`src/rtl/ballot_pkg.sv`:
```
// Shared types and default sizing for the ballot console front end.
package ballot_pkg;

  typedef enum logic [2:0] {
    IDLE,
    PIN,
    CHECK,
    SELECT,
    SEND,
    LOCKED
  } state_e;

  localparam int DEF_PIN_DIGITS = 4;
  localparam int DEF_DIGIT_W    = 4;
  localparam int DEF_N_CAND     = 4;
  localparam int DEF_MAX_TRIES  = 3;
  localparam int DEF_TIMEOUT    = 255;
  localparam int VOTES_W        = 8;

endpackage

```
`src/rtl/pin_matcher.sv`:
```
// Combinational comparison of the collected PIN digits against the reference PIN.
module pin_matcher
  import ballot_pkg::*;
#(
  parameter int PIN_DIGITS = DEF_PIN_DIGITS,
  parameter int DIGIT_W    = DEF_DIGIT_W
) (
  input  logic [PIN_DIGITS*DIGIT_W-1:0] slots_i,
  input  logic [PIN_DIGITS*DIGIT_W-1:0] pin_ref_i,
  output logic                          match_o
);

  logic [PIN_DIGITS-1:0] digit_eq;

  always_comb begin
    digit_eq = '0;
    for (int i = 0; i < PIN_DIGITS; i++) begin
      digit_eq[i] = (slots_i[i*DIGIT_W +: DIGIT_W] == pin_ref_i[i*DIGIT_W +: DIGIT_W]);
    end
    match_o = &digit_eq;
  end

endmodule

```
`src/rtl/ballot_console.sv`:
```
// Voter front end: PIN entry and check, lockout, candidate selection and one-hot vote
// delivery to the tally block over valid/ready, with idle timeout and a vote counter.
module ballot_console
  import ballot_pkg::*;
#(
  parameter int PIN_DIGITS = DEF_PIN_DIGITS,
  parameter int DIGIT_W    = DEF_DIGIT_W,
  parameter int N_CAND     = DEF_N_CAND,
  parameter int MAX_TRIES  = DEF_MAX_TRIES,
  parameter int TIMEOUT    = DEF_TIMEOUT
) (
  input  logic                          clk,
  input  logic                          rst_n,
  input  logic                          key_valid,
  input  logic [DIGIT_W-1:0]            key_digit,
  input  logic [PIN_DIGITS*DIGIT_W-1:0] pin_ref,
  input  logic                          sel_valid,
  input  logic [$clog2(N_CAND)-1:0]     sel_cand,
  input  logic                          unlock,
  output logic                          vote_valid,
  output logic [N_CAND-1:0]             vote_onehot,
  input  logic                          vote_ready,
  output logic                          auth_ok,
  output logic                          locked,
  output logic                          err,
  output logic [VOTES_W-1:0]            votes_cast
);

  localparam int SEL_W  = $clog2(N_CAND);
  localparam int CNT_W  = (PIN_DIGITS > 1) ? $clog2(PIN_DIGITS) : 1;
  localparam int FAIL_W = $clog2(MAX_TRIES + 1);
  localparam int IDLE_W = (TIMEOUT > 1) ? $clog2(TIMEOUT + 1) : 1;
  localparam logic [CNT_W-1:0]  LAST_SLOT = CNT_W'(PIN_DIGITS - 1);
  localparam logic [IDLE_W-1:0] TIMEOUT_V = IDLE_W'(TIMEOUT);

  state_e                             state_q, state_d;
  logic [PIN_DIGITS-1:0][DIGIT_W-1:0] slots_q, slots_d;
  logic [CNT_W-1:0]                   count_q, count_d;
  logic [FAIL_W-1:0]                  fail_q, fail_d;
  logic [IDLE_W-1:0]                  idle_q, idle_d;
  logic [SEL_W-1:0]                   cand_q, cand_d;
  logic [VOTES_W-1:0]                 votes_q, votes_d;
  logic                               err_q, err_d;
  logic                               vote_valid_q, auth_ok_q, locked_q;
  logic [N_CAND-1:0]                  vote_onehot_q;

  logic pin_match;
  logic sel_in_range;
  logic handshake;
  logic any_input;
  logic timed_out;

  pin_matcher #(
    .PIN_DIGITS(PIN_DIGITS),
    .DIGIT_W   (DIGIT_W)
  ) u_pin_matcher (
    .slots_i  (slots_q),
    .pin_ref_i(pin_ref),
    .match_o  (pin_match)
  );

  assign sel_in_range = ({1'b0, sel_cand} < (SEL_W+1)'(N_CAND));
  assign handshake    = vote_valid_q & vote_ready;
  assign any_input    = key_valid | sel_valid;
  assign timed_out    = !any_input && (idle_q == TIMEOUT_V);

  always_comb begin
    state_d = state_q;
    slots_d = slots_q;
    count_d = count_q;
    fail_d  = fail_q;
    cand_d  = cand_q;
    votes_d = votes_q;
    err_d   = 1'b0;
    idle_d  = '0;

    // The idle counter only runs while waiting on the voter.
    if ((state_q == PIN) || (state_q == SELECT)) begin
      idle_d = any_input ? '0 : idle_q + IDLE_W'(1);
    end

    case (state_q)
      IDLE: begin
        if (key_valid) begin
          slots_d[0] = key_digit;
          count_d    = CNT_W'(1);
          state_d    = (PIN_DIGITS == 1) ? CHECK : PIN;
        end
      end
      PIN: begin
        if (key_valid) begin
          slots_d[count_q] = key_digit;
          count_d          = count_q + CNT_W'(1);
          if (count_q == LAST_SLOT) state_d = CHECK;
        end else if (timed_out) begin
          state_d = IDLE;
          err_d   = 1'b1;
        end
      end
      CHECK: begin
        if (pin_match) begin
          fail_d  = '0;
          state_d = SELECT;
        end else begin
          fail_d  = fail_q + FAIL_W'(1);
          err_d   = 1'b1;
          state_d = (fail_d >= FAIL_W'(MAX_TRIES)) ? LOCKED : IDLE;
        end
      end
      SELECT: begin
        if (sel_valid && sel_in_range) begin
          cand_d  = sel_cand;
          state_d = SEND;
        end else if (timed_out) begin
          state_d = IDLE;
          err_d   = 1'b1;
        end
      end
      SEND: begin
        if (handshake) begin
          state_d = IDLE;
          if (votes_q != '1) votes_d = votes_q + VOTES_W'(1);
        end
      end
      LOCKED: begin
        if (unlock) begin
          fail_d  = '0;
          state_d = IDLE;
        end
      end
      default: state_d = IDLE;
    endcase

    // Digits only survive while a PIN is being entered or checked.
    if ((state_d != PIN) && (state_d != CHECK)) begin
      slots_d = '0;
      count_d = '0;
    end
  end

  always_ff @(posedge clk or negedge rst_n) begin
    if (!rst_n) begin
      state_q       <= IDLE;
      slots_q       <= '0;
      count_q       <= '0;
      fail_q        <= '0;
      idle_q        <= '0;
      cand_q        <= '0;
      votes_q       <= '0;
      err_q         <= 1'b0;
      vote_valid_q  <= 1'b0;
      vote_onehot_q <= '0;
      auth_ok_q     <= 1'b0;
      locked_q      <= 1'b0;
    end else begin
      state_q       <= state_d;
      slots_q       <= slots_d;
      count_q       <= count_d;
      fail_q        <= fail_d;
      idle_q        <= idle_d;
      cand_q        <= cand_d;
      votes_q       <= votes_d;
      err_q         <= err_d;
      vote_valid_q  <= (state_d == SEND);
      vote_onehot_q <= (state_d == SEND) ? (N_CAND'(1) << cand_d) : '0;
      auth_ok_q     <= (state_d == SELECT);
      locked_q      <= (state_d == LOCKED);
    end
  end

  assign vote_valid  = vote_valid_q;
  assign vote_onehot = vote_onehot_q;
  assign auth_ok     = auth_ok_q;
  assign locked      = locked_q;
  assign err         = err_q;
  assign votes_cast  = votes_q;

endmodule

```
`config.mk`:
```
export PLATFORM = sky130hd
export DESIGN_NAME = ballot_console
export DESIGN_NICKNAME = d
export VERILOG_FILES = /design/src/rtl/ballot_pkg.sv /design/src/rtl/pin_matcher.sv /design/src/rtl/ballot_console.sv
export SDC_FILE = /design/constraint.sdc
export NUM_CORES = 1
export LEC_CHECK = 0
export BUFFER_PORTS_ARGS = -buffer_cell sky130_fd_sc_hd__buf_4
export CAP_MARGIN = 15
export CORE_UTILIZATION = 62
export CTS_BUF_LIST = sky130_fd_sc_hd__clkbuf_2
export DETAILED_ROUTE_END_ITERATION = 7
export GPL_TIMING_DRIVEN = 0
export HOLD_SLACK_MARGIN = 0.05
export PLACE_DENSITY = 0.87
export SLEW_MARGIN = 0
export SYNTH_ARGS = -nofsm -noshare
export SYNTH_HDL_FRONTEND = slang
export SYNTH_HIERARCHICAL = 1
export SYNTH_SLANG_ARGS = --single-unit
```
`constraint.sdc`:
```
create_clock -name clk -period 4.58 [get_ports clk]
set_input_delay 0.916 -clock clk [delete_from_list [all_inputs] [get_ports clk]]
set_output_delay 0.916 -clock clk [all_outputs]
set_load 0.005 [all_outputs]
```
==> results.cfg, run 1 <==
[clock_tree]
insertion_delay_ps = 430
ctsHoldBuffers = 0
htree_levels = 2
post_cts_buffers = 0
ctsResizeCount = 0
cts_root_buf = clkbuf_2
cts_sinks = 49
cts_tree = yes
cts.clk_slew.worst_paths_ps = 240
cts_inserted_buffers = 5
clock_path_buffers = 2

[final_layout]
instances_no_fill = 337
drive_gt1_share_pct = 26.6
nets = 323
fill_cells = 265
area_growth_pct = 17.0
diodes = 0
design_area_um2 = 2920

[die]
die_area_um2 = 4280
die_w_um = 65.4
initial_core_util_pct = 66.2
rows = 22
die_y_um = 65.4
core_area_um2 = 3770
top_level_ports = 44

[sta]
tns_ps = 0
period_minus_slack_ps = 2550
fmax_mhz = 393
setup_viol = 0
post-route-period-util_pct = 55.6
slew_viol_final = 0
hold_viol = 0
rsz0062_at_grt = no
slew_headroom_pct = 61.0
finalClockSkew_ps = 25.7
worstMarginPinSlew_ps = 585

[synthesis]
ys_ff_latch = 49
synthTopCellsByCount = 49 x dfrtp_1, 24 x xnor2_1, 21 x nand2_1
syn-num-nets = 273
ys.flop_type = dfrtp_1
netlist_instances = 238
yosysSeqAreaShare_pct = 49.1
synth_area_leaders = dfrtp_1 49%, xnor2_1 8.4%, nand3_1 3.8%
synth_cell_types = 45
async_flop_share_pct = 100
syn_area_um2 = 2490
synth_top_area_cell = dfrtp_1
synth-edff-count = 0
avgSynthCellArea_um2 = 10.5
yosysTopAreaCellShare_pct = 49.1
yosys_warnings = 6
synth_most_common_cell = dfrtp_1

[drt]
dr.pass1.iters = 4
drt_iter0_drc = 188
routed_wl_mm = 5.05
wl_per_cell_um = 15.0
drcViolationCount = 0
vias = 1861
via_per_inst = 5.52
ant_nets = 0

[critical_path]
endpoint_kind = register
cp-start-kind = input pin
cp.required_ps = 4950
crit_arrival_ps = 2920
crit_fanout = 10
setup.worst_path.class = input pin to register

[grt]
antenna_found_initial = 0
grt_pass1_vias = 1881
grt_pass1_wl_mm = 8.60
grt_max_degree = 50
grt_util_all_layers_pct = 27.3
overflow = 0

[run_status]
status = complete, no violations

[place]
io_buffers = 43
place_inst = 329
dpl_cell_area_um2 = 2880
post-dp-hpwl_mm = 3.85
place_congestion = 0.797

[flow_run]
maxCapViolCount = 0

[power_and_ir_drop]
peakVddDrop_mv = 0.299
power.leakage_uw = 0.00140
powerDensity_nw_per_um2 = 436
finalPower_uw = 1270

[hold_path]
hp-class = input pin to asynchronous set/reset pin
[layer usage]
metal / up-vias / part of all wire, % / global-route usage, %
li1: 917 / - / -
met5: - / 0 / 0
met2: 44 / 50 / 44.5
met4: 0 / 1.1 / 8.97
met3: 6 / 4.2 / 5.90
met1: 894 / 45 / 36.1
[stage by stage]
step	worst slack (ps)	utilization, %	hold WS (ps)
after floorplan	2080	-	455
after global placement	1580	76.3	475
after detailed placement	1590	76.3	492
after CTS	2040	77.4	468
after global routing	1880	77.4	458
final	2030	77.4	448
[where the power goes]
group	switching (uW)	leakage, uW	internal [uW]	total [uW]
sequential	60.6	0.000670	510	571
combinational	303	0.000692	226	529
clock	133	0.0000327	38.4	171
total	496	0.00140	775	1270
[layout make-up]
| type | count | area (um2) | area share (%) |
|---|---|---|---|
| repair buffers | 43 | 323 | 11.1 |
| plain buffers | 6 | 47.5 | 1.63 |
| flip-flops and latches | 49 | 1230 | 42.0 |
| multi-input cells | 171 | 1180 | 40.3 |
| clock inverters | 2 | 10.0 | 0.343 |
| clock buffers | 6 | 30.0 | 1.03 |
| well taps | 48 | 60.1 | 2.06 |
| inverters | 12 | 45.0 | 1.54 |
[registers in the layout, indices dropped and copies added (netlist names)]
register     flops
idle_q           8
vote_onehot      4
state_q          3
cand_q           2
slots_q         16
count_q          2
locked           1
auth_ok          1
vote_valid       1
err              1
votes_cast       8
fail_q           2
[worst max-delay path, cell delays in order]
cell,delay (ps)
buf_4,110
xnor2_1,150
nand4_1,180
nor4_2,550
inv_1,90
a31o_2,260
nor2_2,170
o211ai_4,180
buf_12,190
a21oi_2,100
[cells in the final DEF, fill, tap and decap left out, types with 2 or more instances in the layout]
cell type / synthesis / final
ha_1: 7 / 7
o21ai_0: 6 / 6
clkbuf_2: 0 / 6
clkbuf_1: 2 / 2
a21oi_2: 5 / 5
mux2i_1: 6 / 6
nand4_1: 8 / 8
nor2_2: 6 / 6
nor2b_1: 2 / 2
nand3_1: 19 / 19
nor3b_1: 2 / 2
xor2_1: 5 / 5
buf_4: 2 / 45
o21ai_1: 2 / 2
inv_1: 12 / 12
nand2_1: 21 / 21
dfrtp_1: 49 / 49
a21oi_1: 11 / 11
clkinv_2: 0 / 2
nor2_1: 20 / 20
xnor2_1: 24 / 24
and3_1: 4 / 4
[final timing paths]
kind,slack [ps],from,endpoint,cells after the start
min in group clk,520,idle_q[0],idle_q[0],1
max in group asynchronous,3720,rst_n,state_q[0],1
worst min-delay path,450,rst_n,vote_onehot[2],1
worst max-delay path,2030,pin_ref[3],slots_q[5],10
worst min register to register,520,idle_q[0],idle_q[0],1
worst max register to register,2190,slots_q[3],slots_q[5],9
[kinds of logic (layout without fill, tap and decap cells)]
kind of cell	after synthesis	after routing	share of synthesized area, %
compound gates	33	33	10.2
simple gates	95	95	20.4
mux	7	7	2.86
buf+inv	18	69	3.71
fa+ha+maj	7	7	3.51
flops	49	49	49.1
xor+xnor	29	29	10.2
No activity file was read; power rests on OpenSTA's default activity.
==> inputs of run 2 (changes only) <==
Settings changed: ABC_AREA from default to 1, CORE_UTILIZATION 62 to 58, PLACE_DENSITY 0.87 to 0.82.
Clock period 4.58 ns to 2.61 ns, I/O delays scaled along.
==> results.cfg, run 2 <==
[clock_tree]
ctsResizeCount = 0
cts_sinks = 49
cts_inserted_buffers = 5
cts.clk_slew.worst_paths_ps = 240
htree_levels = 2
ctsHoldBuffers = 0
clock_path_buffers = 2
cts_root_buf = clkbuf_2
post_cts_buffers = 0
cts_tree = yes
insertion_delay_ps = 430

[power_and_ir_drop]
clock_power_share_pct = 18.1
combPwrFrac_pct = 30.6
peakVddDrop_mv = 0.436
cellInternalPower_uw = 1090
switching_power_uw = 638
netSwitchingFraction_pct = 37.0
seq_power_share_pct = 51.3
power.leakage_uw = 0.00174
powerDensity_nw_per_um2 = 558

[place]
dp_slack_ps = 780
place_congestion = 0.845
post-dp-hpwl_mm = 3.54
io_buffers = 43

[critical_path]
cpPeakStageDelay_ps = 440
worstRegToRegCells = 11
cp_slowest_cell = dfrtp_1
reg2reg_slack_ps = 890
path_delay_family = simple AND/OR/NAND/NOR gates
cp_cell_sequence = ha_1, nand2_1, nor2_4, nand3_1, nand3_1, nand2_1, nand2_1, nand3_2, buf_6, nand2_1, inv_1
cp.required_ps = 2960
r2r-end = count_q[0]
critPathBufInv = 2
r2r_start = idle_q[0]
cpMostUsedCell = nand2_1
crit_arrival_ps = 2070
cp-start-kind = register
endpoint_kind = register
setup.worst_path.class = register to register
crit_fanout = 10

[final_layout]
final_cell_mix = 110 x nand2_1, 56 x inv_1, 49 x dfrtp_1, 44 x buf_4, 23 x nor2_1
max_flop_register = slots_q
drive_gt1_share_pct = 18.5
final_common_cell = nand2_1
largest_register_ffs = 16
nets = 423
area_growth_pct = 16.3
post-route-util_pct = 70.4
diodes = 0

[sta]
slew_headroom_pct = 59.7
post-route-period-util_pct = 66.0
finalClockSkew_ps = 12.1
worstMarginPinSlew_ps = 604
rsz0062_at_grt = no
setup_viol = 0
period_minus_slack_ps = 1720
tns_ps = 0
setup_ws_ps = 888
fmax_mhz = 581
hold_viol = 0
slew_viol_final = 0

[synthesis]
async_flop_share_pct = 100
syn-num-nets = 373
synthTopCellsByCount = 110 x nand2_1, 56 x inv_1, 49 x dfrtp_1
synth_top_area_cell = dfrtp_1
synth-edff-count = 0
synth_most_common_cell = nand2_1
ys_ff_latch = 49
yosysSeqAreaShare_pct = 46.2
synth_area_leaders = dfrtp_1 46%, nand2_1 16%, inv_1 7.9%
netlist_instances = 338
yosys_warnings = 6
yosysTopAreaCellShare_pct = 46.2
ys.flop_type = dfrtp_1
avgSynthCellArea_um2 = 7.86
synth_cell_types = 26
syn_area_um2 = 2660

[drt]
routed_wl_mm = 4.76
wl_per_cell_um = 10.8
vias = 2181
drcViolationCount = 0
ant_nets = 0
dr.pass1.iters = 4
drt_iter0_drc = 186
via_per_inst = 4.95

[die]
initial_core_util_pct = 60.6
top_level_ports = 44
die_y_um = 69.7
die_w_um = 69.7
die_area_um2 = 4850
rows = 24
core_area_um2 = 4380

[grt]
grt_util_all_layers_pct = 21.7
antenna_found_initial = 0
use_met1_pct = 28.1
grt_pass1_wl_mm = 8.50
grtUsageMet2_pct = 36.6
grt_max_degree = 50
busiest_layer = met2
overflow = 0
met3_usage_pct = 4.51
grt_pass1_vias = 2004

[hold_path]
hp-class = input pin to asynchronous set/reset pin

[run_status]
status = complete, no violations

[flow_run]
maxCapViolCount = 0
-- run 2: cell count changes in the layout (fill, tap and decap cells not counted), moves of 4 or more --
cell / before / now
a21oi_1: 11 / 4
a21oi_2: 5 / 0
inv_1: 12 / 56
inv_2: 0 / 4
mux2i_1: 6 / 0
nand2_1: 21 / 110
nand3_1: 19 / 15
nor2_2: 6 / 0
nor2_4: 0 / 5
nor3_1: 1 / 6
o21ai_0: 6 / 18
xnor2_1: 24 / 16
-- run 2: how the worst max path moves through the flow --
| stage | slack [ps] | from | cells past startpoint | to |
|---|---|---|---|---|
| after floorplan | 1100 | idle_q[0] | 11 | slots_q[10] |
| after global placement | 860 | key_valid | 10 | count_q[0] |
| after detailed placement | 780 | pin_ref[6] | 9 | state_q[1] |
| after CTS | 890 | idle_q[0] | 11 | count_q[0] |
| after global routing | 680 | state_q[1] | 10 | slots_q[2] |
| final | 890 | idle_q[0] | 11 | count_q[0] |
-- run 2: kinds of logic after synthesis --
logic type / after synthesis / share of synthesized area, %
AOI/OAI and AO/OA: 24 / 4.76
xor gates and xnor gates: 20 / 6.60
adders and majority gates: 7 / 3.30
buffers and inverters: 62 / 9.19
DFF: 49 / 46.2
and+or+nand+nor: 176 / 30.0
-- run 2: cell type report --
type | count | area [um2]
timing repair buffer | 43 | 323
tap | 52 | 65.1
multi-input combinational | 227 | 1180
clock buffer | 6 | 30.0
buffer | 2 | 18.8
clock inverter | 2 | 15.0
inverter | 60 | 225
sequential | 49 | 1230
fill | 366 | 1300
-- run 2: routing by layer --
| metal | up-vias | routed length, um |
|---|---|---|
| met3 | 7 | 267 |
| met4 | 0 | 59 |
| met1 | 1004 | 2130 |
| li1 | 1126 | - |
| met2 | 44 | 2300 |
| met5 | - | 0 |
-- run 2: stage by stage --
stage,hold slack [ps],cell area (um2),total power [uW],cells
floorplan,226,2660,1270,338
global placement,479,3040,1400,433
detailed placement,486,3040,1420,433
CTS,53.3,3090,1740,441
global route,78.4,3090,1850,441
finish,51.4,3090,1720,441
-- run 2: power by group through the flow --
stage	logic, uW	registers, uW	clock network, uW
5_1_grt	609	894	346
3_5_place_dp	522	898	0
6_report	527	885	312
3_3_place_gp	507	893	0
2_1_floorplan	390	883	0
4_1_cts	530	885	329
